[config.mk]
export PLATFORM = sky130hd
export DESIGN_NAME = weight_loader
export DESIGN_NICKNAME = d
export VERILOG_FILES = /design/src/rtl/acc_pkg.sv /design/src/rtl/wl_addr_gen.sv /design/src/rtl/weight_loader.sv
export SDC_FILE = /design/constraint.sdc
export NUM_CORES = 1
export LEC_CHECK = 0
export CAP_MARGIN = 20
export CORE_UTILIZATION = 55
export DETAILED_ROUTE_END_ITERATION = 8
export DONT_BUFFER_PORTS = 1
export GPL_TIMING_DRIVEN = 0
export PLACE_DENSITY = 0.81
export RECOVER_POWER = 100
export SYNTH_ARGS = -nofsm -noshare
export SYNTH_HDL_FRONTEND = slang
export SYNTH_SLANG_ARGS = --single-unit
[constraint.sdc]
create_clock -name clk -period 5.5 [get_ports clk]
set_input_delay 1.1 -clock clk [delete_from_list [all_inputs] [get_ports clk]]
set_output_delay 1.1 -clock clk [all_outputs]
set_load 0.005 [all_outputs]
[src/rtl/acc_pkg.sv]
// rtl/acc_pkg.sv - shared encodings and constants for the weight loader
package acc_pkg;

  typedef enum logic [2:0] {
    ST_IDLE  = 3'd0,
    ST_CALC  = 3'd1,
    ST_READ  = 3'd2,
    ST_DRAIN = 3'd3,
    ST_DONE  = 3'd4
  } wl_state_e;

  localparam int KTAPS      = 9;
  localparam int LANES      = 8;
  localparam int ADDR_W_DEF = 18;
  localparam int DATA_W_DEF = 64;
  localparam int WB_AW_DEF  = 9;

endpackage

[src/rtl/wl_addr_gen.sv]
// rtl/wl_addr_gen.sv - per-load base/word-count calculation and read issue counter
module wl_addr_gen #(
  parameter int ADDR_W = 18,
  parameter int WB_AW  = 9,
  parameter int LANES  = 8
) (
  input  logic              clk,
  input  logic              rst_n,
  input  logic              calc_i,
  input  logic              issue_i,
  input  logic [7:0]        in_ch_i,
  input  logic [7:0]        och_i,
  input  logic [ADDR_W-1:0] base_i,
  output logic [ADDR_W-1:0] addr_o,
  output logic              last_o,
  output logic              n_zero_o
);
  import acc_pkg::KTAPS;

  localparam int LSH = $clog2(LANES);

  logic [8:0]        ch_sum;
  logic [8:0]        groups;
  logic [WB_AW-1:0]  n_d, n_q;
  logic [WB_AW-1:0]  issue_d, issue_q;
  logic [ADDR_W-1:0] base_d, base_q;

  // groups = ceil(in_ch / LANES); one SRAM word per tap per group
  assign ch_sum   = {1'b0, in_ch_i} + 9'(LANES - 1);
  assign groups   = ch_sum >> LSH;
  assign n_d      = WB_AW'(groups * 9'(KTAPS));
  // channel regions are laid out back to back, so och selects the och-th block of N words
  assign base_d   = base_i + ADDR_W'(och_i) * ADDR_W'(n_d);
  assign n_zero_o = (n_d == '0);

  // issue counter restarts on every CALC and advances only on accepted reads
  always_comb begin
    issue_d = issue_q;
    if (calc_i) begin
      issue_d = '0;
    end else if (issue_i) begin
      issue_d = issue_q + WB_AW'(1);
    end
  end

  // hold base, word count and issue position for the duration of one load
  always_ff @(posedge clk or negedge rst_n) begin
    if (!rst_n) begin
      base_q  <= '0;
      n_q     <= '0;
      issue_q <= '0;
    end else begin
      issue_q <= issue_d;
      if (calc_i) begin
        base_q <= base_d;
        n_q    <= n_d;
      end
    end
  end

  assign addr_o = base_q + ADDR_W'(issue_q);
  assign last_o = (issue_q == n_q - WB_AW'(1));

endmodule

[src/rtl/weight_loader.sv]
// rtl/weight_loader.sv - fetches one output channel's 3x3 weights into a ping-pong buffer
module weight_loader #(
  parameter int ADDR_W = acc_pkg::ADDR_W_DEF,
  parameter int DATA_W = acc_pkg::DATA_W_DEF,
  parameter int LANES  = acc_pkg::LANES,
  parameter int WB_AW  = acc_pkg::WB_AW_DEF
) (
  input  logic              clk,
  input  logic              rst_n,
  input  logic [7:0]        in_ch,
  input  logic [ADDR_W-1:0] weight_base,
  input  logic              weight_start,
  input  logic [7:0]        weight_och_cnt,
  output logic              weight_done,
  output logic              busy,
  output logic              start_ovf,
  output logic              sram_rd_en,
  output logic [ADDR_W-1:0] sram_addr,
  input  logic              sram_gnt,
  input  logic [DATA_W-1:0] sram_rdata,
  output logic              wbuf_we,
  output logic              wbuf_bank,
  output logic [WB_AW-1:0]  wbuf_addr,
  output logic [DATA_W-1:0] wbuf_wdata,
  output logic              wbuf_rd_bank
);
  import acc_pkg::*;

  wl_state_e         state_d, state_q;
  logic [7:0]        och_q;
  logic              bank_q;
  logic              rd_bank_q;
  logic              ovf_q;
  logic              rvalid_q;
  logic [WB_AW-1:0]  wr_cnt_q;
  logic              rd_en;
  logic              issue;
  logic              calc;
  logic              last_issue;
  logic              n_zero;
  logic [ADDR_W-1:0] gen_addr;

  assign rd_en = (state_q == ST_READ);
  assign calc  = (state_q == ST_CALC);
  assign issue = rd_en & sram_gnt;

  wl_addr_gen #(
    .ADDR_W (ADDR_W),
    .WB_AW  (WB_AW),
    .LANES  (LANES)
  ) u_addr_gen (
    .clk      (clk),
    .rst_n    (rst_n),
    .calc_i   (calc),
    .issue_i  (issue),
    .in_ch_i  (in_ch),
    .och_i    (och_q),
    .base_i   (weight_base),
    .addr_o   (gen_addr),
    .last_o   (last_issue),
    .n_zero_o (n_zero)
  );

  // load sequencing: IDLE -> CALC -> READ -> DRAIN -> DONE, skipping reads when N is zero
  always_comb begin
    state_d = state_q;
    case (state_q)
      ST_IDLE:  if (weight_start) state_d = ST_CALC;
      ST_CALC:  state_d = n_zero ? ST_DONE : ST_READ;
      ST_READ:  if (issue && last_issue) state_d = ST_DRAIN;
      ST_DRAIN: state_d = ST_DONE;
      ST_DONE:  state_d = ST_IDLE;
      default:  state_d = ST_IDLE;
    endcase
  end

  // state, request capture, overflow flag and bank bookkeeping
  always_ff @(posedge clk or negedge rst_n) begin
    if (!rst_n) begin
      state_q   <= ST_IDLE;
      och_q     <= '0;
      ovf_q     <= 1'b0;
      bank_q    <= 1'b0;
      rd_bank_q <= 1'b0;
    end else begin
      state_q <= state_d;
      if (state_q == ST_IDLE && weight_start) begin
        och_q <= weight_och_cnt;
      end
      // DONE is still busy, so a start there is dropped too
      if (state_q != ST_IDLE && weight_start) begin
        ovf_q <= 1'b1;
      end
      if (state_q == ST_DONE) begin
        bank_q    <= ~bank_q;
        rd_bank_q <= bank_q;
      end
    end
  end

  // write path: SRAM data lands one cycle after the accepted read, in issue order
  always_ff @(posedge clk or negedge rst_n) begin
    if (!rst_n) begin
      rvalid_q <= 1'b0;
      wr_cnt_q <= '0;
    end else begin
      rvalid_q <= issue;
      if (calc) begin
        wr_cnt_q <= '0;
      end else if (rvalid_q) begin
        wr_cnt_q <= wr_cnt_q + WB_AW'(1);
      end
    end
  end

  assign busy         = (state_q != ST_IDLE);
  assign weight_done  = (state_q == ST_DONE);
  assign start_ovf    = ovf_q;
  assign sram_rd_en   = rd_en;
  assign sram_addr    = rd_en ? gen_addr : '0;
  assign wbuf_we      = rvalid_q;
  assign wbuf_bank    = bank_q;
  assign wbuf_addr    = rvalid_q ? wr_cnt_q : '0;
  assign wbuf_wdata   = rvalid_q ? sram_rdata : '0;
  assign wbuf_rd_bank = rd_bank_q;

endmodule

# ---- Yosys cells after proc, flatten, opt, wreduce, memory -nomap -nowiden
# Cells that the tools add are included.
dict set report totals {
  in_bits 102
  register_bits 60
}
dict set report op_classes {
  n_eq_ne 7
  multipliers 2
  addsub 6
  n_mux 11
  n_reduce_logical 9
  n_bitwise 2
}
# cell n
set op_table {}
lappend op_table {{2-to-1 mux 64 bit} 1}
lappend op_table {{2-to-1 mux 9 bit} 5}
lappend op_table {{adder 18 x 17 -> 18 bit} 1}
lappend op_table {{adder 18 x 9 -> 18 bit} 1}
lappend op_table {{adder 9 x 1 -> 9 bit (second input constant)} 2}
lappend op_table {{2-to-1 mux 18 bit} 1}
lappend op_table {{multiplier 8 x 9 -> 17 bit} 1}
lappend op_table {{one-hot mux 3 bit (4 select lines)} 1}
lappend op_table {{adder 8 x 3 -> 9 bit (second input constant)} 1}
lappend op_table {{equality test 9 bit} 1}
lappend op_table {{zero test 9 bit} 1}
lappend op_table {{multiplier 6 x 4 -> 9 bit (second input constant)} 1}
lappend op_table {{2-to-1 mux 3 bit} 3}
lappend op_table {{subtractor 9 x 1 -> 9 bit (second input constant)} 1}
lappend op_table {{equality test 3 x 2 -> 1 bit (second input constant)} 2}
lappend op_table {{nonzero test 2 bit} 2}
lappend op_table {{equality test 3 x 1 -> 1 bit (second input constant)} 1}
lappend op_table {{equality test 3 bit (second input constant)} 1}
lappend op_table {{logical AND 1 bit} 3}
lappend op_table {{zero test 3 bit} 1}
lappend op_table {{nonzero test 3 bit} 1}
lappend op_table {{inequality test 2 x 1 -> 1 bit (second input constant)} 1}
lappend op_table {{inequality test 2 bit (second input constant)} 1}
lappend op_table {{AND reduction 2 bit} 1}
lappend op_table {{other kinds (2)} 2}

# ---- Logic depth before layout (Yosys ltp)
dict set report depth {
  ltp_word 5
  ltp_mapped 24
  mapped_depth_nobuf 24
}

# ---- Hierarchy
# A second synthesis with hierarchy kept.
dict set report unflattened {
  cells_unflattened 804
  hier_area_um2 7086.8
}
# mod seq_area_each_um2 area_per_inst_um2 n_inst cells_each
set modules_own_cells {}
lappend modules_own_cells {wl_addr_gen 900.9 5426.5 1 618}
lappend modules_own_cells {weight_loader 600.6 1660.3 1 186}

# ---- Worst setup path before layout
# Ideal clock, no wire load.
dict set report synth_path {
  path_type {in2reg}
  start {in in_ch[0]}
  end {reg u_addr_gen.base_q[16]}
  arrival_ns 6.965
  setup_slack_ns -1.561
  path_buffers 1
  required_ns 5.405
  cell_stages 24
  cell_sequence {or3_4 > nand3_1 > xnor2_1 > clkbuf_1 > ha_1 > ha_1 > a21o_1 > a21oi_1 > xor2_2 > nand2_1 > fa_1 > fa_1 > inv_1 > fa_1 > inv_1 > fa_1 > inv_1 > ha_1 > a21o_1 > a211o_1 > o21ai_1 > a2111oi_0 > o21a_1 > o31ai_1}
}
dict set report synth_between {
  elab_chain_cells 4
}
# item line_no
set synth_rtl {}
lappend synth_rtl {{start, declared} weight_loader.sv:10} ;# input logic [7:0] in_ch,
lappend synth_rtl {{adder 8 x 3 -> 9 bit} wl_addr_gen.sv:29} ;# assign ch_sum = {1'b0, in_ch_i} + 9'(LANES - 1);
lappend synth_rtl {{named net u_addr_gen.ch_sum[5]} wl_addr_gen.sv:22} ;# logic [8:0] ch_sum;
lappend synth_rtl {{multiplier 6 x 4 -> 9 bit} wl_addr_gen.sv:31} ;# assign n_d = WB_AW'(groups * 9'(KTAPS));
lappend synth_rtl {{multiplier 8 x 9 -> 17 bit} wl_addr_gen.sv:33} ;# assign base_d = base_i + ADDR_W'(och_i) * ADDR_W'(n_d);
lappend synth_rtl {{adder 18 x 17 -> 18 bit} wl_addr_gen.sv:33}
lappend synth_rtl {{end signal, assigned} wl_addr_gen.sv:55} ;# base_q <= base_d;
lappend synth_rtl {{end, declared} wl_addr_gen.sv:26} ;# logic [ADDR_W-1:0] base_d, base_q;
# The timed path passes the listed nets, and every way through them passes these cells.
# A chain may end at the register's enable or synchronous reset.

# ---- Worst setup path in the final report
dict set report layout_path {
  start {in in_ch[2]}
  end {reg u_addr_gen.base_q[16]}
}
# The elaborated chain is that of the path after synthesis.

==> flow_metrics.py <==
metrics = {
    "floorplan": {
        "io_pins": 200,
        "die_h_um": 113,
        "core_mm2": 0.0120,
        "rows": 40,
        "start_util": 0.566,
        "dieArea_mm2": 0.0128,
        "die_x_um": 113,
    },
    "global_routing": {
        "met1_usage": 0.336,
        "antenna_found_initial": 2,
        "grt_pass1_wl_um": 28000,
        "grt_max_degree": 61,
        "use_met3": 0.0680,
        "grtUsageMet2": 0.514,
        "track_usage": 0.289,
        "grt_pass1_vias": 5498,
        "grt_overflow": 0,
        "grt-busiest-layer": "met2",
    },
    "cells_and_area": {
        "fin_nets": 1060,
        "syn2layout_area_growth_pct": 17.2,
        "drive_above_1_share": 0.143,
        "postLayoutCoreUtil": 0.663,
    },
    "critical_path": {
        "setup.worst_path.end_class": "flip-flop",
        "worstSetupStartpoint": "in_ch[2]",
        "cp-start-kind": "input pin",
        "crit_fanout": 6,
        "reg2reg_from": "och_q[6]$_DFFE_PN0P_",
        "cp.arrival_ns": 6.75,
        "crit_required_ns": 5.69,
        "path_class": "in2reg",
        "reg2regPathDepth": 16,
    },
    "status": {
        "status": "finished, violations left",
        "violations": "setup timing",
    },
    "clock_tree": {
        "clk_path_buf_depth": 2,
        "cts_sinks": 60,
        "cts_made_buffers": 9,
        "htreeDepth": 3,
        "clock_latency_ns": 0.35,
        "cts_hold_buf": 0,
        "cts_tree": "built",
        "cts_root_buf": "clkbuf_16",
        "clkTransAtPathRegs_ns": 0.05,
    },
    "yosys": {
        "synthArstFlopShare": 1.00,
        "synth_top_area_cell": "dfrtp_1",
        "synthesis.yosys.warnings": 0,
        "yosys.area.top_type_share": 0.221,
        "synthTopCellsByArea": "dfrtp_1, fa_1, ha_1, and2_1, nand2_1",
        "synth_edf_count": 0,
        "syn_nets": 1021,
        "yosysUniqueCellTypes": 51,
        "syn_area_mm2": 0.00680,
        "synth_seq_cells": 60,
        "seq_area_frac_synth": 0.221,
        "synth_area_per_cell_um2": 8.46,
        "synthFlopType": "dfrtp_1",
        "syn_inst": 803,
    },
    "placement": {
        "port_buffers": 0,
        "place_ws_ns": -1.84,
        "dp_hpwl_um": 13800,
        "routabilityCongestion": 0.933,
    },
    "route": {
        "routed_wl_um": 18600,
        "num_vias": 5659,
        "firstDrtPassIters": 5,
        "wl_per_cell_um": 18.7,
        "drc": 0,
        "drt-initial-drc-count": 285,
        "vias_per_cell": 5.68,
        "ant_nets": 0,
    },
    "sta": {
        "setup_slack_ns": -1.06,
        "period_needed_ns": 6.56,
        "relSlewSlack": 0.329,
        "fin_worst_skew_ns": 0.00876,
        "final_max_slew_viol_count": 0,
        "tightest_slew_ns": 1.00,
        "hold_ws_ns": 0.449,
        "fmax_ghz": 0.153,
        "hold_viol": 0,
        "finalSetupViolations": 12,
        "rsz0062_at_grt": "true",
        "post-route-period-util": 1.19,
    },
    "min_path": {
        "hp-class": "in2async",
    },
    "run": {
        "max-cap-violations": 0,
    },
}
-- path summary, 6_finish.rpt --
check                                               endpoint  slack, ns
min in group clk                       start_ovf$_DFFE_PN0P_       0.48
setup reg to reg           u_addr_gen.base_q[16]$_DFFE_PN0N_       0.76
hold / removal                       wr_cnt_q[7]$_DFFE_PN0P_       0.45
hold reg to reg                        start_ovf$_DFFE_PN0P_       0.48
setup / recovery           u_addr_gen.base_q[16]$_DFFE_PN0N_      -1.06
max in group asynchronous  u_addr_gen.base_q[16]$_DFFE_PN0N_       4.93
-- cells in the final DEF, fill, tap and decap left out, types with 4 or more instances in the layout --
cell / n
nand2_1: 99
inv_1: 98
and2_1: 87
dfrtp_1: 60
fa_1: 57
ha_1: 44
nor2_1: 40
clkbuf_1: 28
xnor2_1: 25
xor2_1: 24
buf_4: 23
o21ai_0: 22
and2_0: 21
a21oi_1: 19
nand3_1: 15
ha_4: 13
nand4_1: 9
inv_2: 9
mux2_2: 9
clkbuf_16: 9
a21o_1: 8
nand2_2: 8
nand2b_1: 7
nor3_1: 7
and3_1: 6
o21ai_1: 6
or3_1: 6
buf_6: 6
o21a_1: 5
nor2b_1: 4
a21oi_2: 4
-- state kept, by name, summed over array words and instances, names as in the netlist --
register / flops
och_q: 8
start_ovf: 1
state_q: 3
u_addr_gen.base_q: 18
u_addr_gen.issue_q: 9
u_addr_gen.n_q: 9
wbuf_bank: 1
wbuf_rd_bank: 1
wbuf_we: 1
wr_cnt_q: 9
-- routing by layer --
layer	share of wire	vias up
met5	0	-
met4	0.039	0
met3	0.076	50
met2	0.51	251
met1	0.38	2713
li1	-	2645
-- Yosys cell counts, types with 5 or more instances --
| cell type | instances |
|---|---|
| nand2b_1 | 7 |
| nor3_1 | 9 |
| xor2_1 | 25 |
| a21oi_1 | 26 |
| o21ai_0 | 29 |
| xnor2_1 | 28 |
| a21o_1 | 8 |
| o21a_1 | 5 |
| or3_1 | 6 |
| ha_1 | 57 |
| fa_1 | 59 |
| and2_1 | 109 |
| nand2_1 | 108 |
| nand3_1 | 16 |
| nor2_1 | 39 |
| inv_1 | 105 |
| clkbuf_1 | 32 |
| nand4_1 | 9 |
| and3_1 | 6 |
| mux2_2 | 9 |
| dfrtp_1 | 60 |
| nor2b_1 | 5 |
-- cell type report --
cell class	instances	area, um^2
Antenna cell	2	5.00
Tap cell	147	184
Fill cell	931	4040
Timing Repair Buffer	30	245
Clock inverter	6	65.1
Sequential cell	60	1500
Inverter	107	402
Buffer	30	135
Clock buffer	10	229
Multi-Input combinational cell	604	5200
-- critical path, stage by stage --
cell       delay [ns]
or3_4            0.41
nand2_4          0.09
xnor2_2          0.11
clkbuf_8         0.16
ha_4             0.19
ha_4             0.16
fa_2             0.41
xor2_4           0.35
nand2_2          0.09
fa_1             0.49
fa_1             0.51
inv_1            0.05
fa_1             0.49
inv_1            0.05
fa_1             0.51
inv_2            0.05
ha_4             0.26
buf_6            0.10
o21a_1           0.14
o21a_1           0.21
o21ai_4          0.12
a2111oi_4        0.41
o21a_1           0.21
o31ai_2          0.07
-- stage by stage --
| step | TNS (ns) | instance area, um^2 | instances |
|---|---|---|---|
| CTS | -7.08 | 7820 | 987 |
| global placement | -16.86 | 7180 | 950 |
| finish | -8.41 | 7970 | 996 |
| floorplan | -9.46 | 7000 | 803 |
| global route | -10.04 | 7970 | 996 |
| detailed placement | -17.71 | 7180 | 950 |
-- repair_timing --
| item | in CTS | in global routing |
|---|---|---|
| endpoints found under the setup margin | 12 | 12 |
| cloned | 0 | 0 |
| gates resized for setup | 33 | 27 |
| setup buffers | 24 | 11 |
| endpoints found under the hold margin | 0 | 0 |
| pin swaps | 38 | 51 |
-- logic make-up after synthesis --
logic type | count (synthesis) | synth area share
AO/OA/AOI/OAI | 91 | 0.0821
XOR/XNOR | 55 | 0.0731
adder cells (fa/ha/maj) | 116 | 0.279
buffers and inverters | 139 | 0.0768
flip-flops | 60 | 0.221
multiplexers | 11 | 0.0179
AND/OR/NAND/NOR | 331 | 0.251
Power is not shown: default switching activity piles up to over one toggle a cycle in this logic, so the estimate is an artifact.
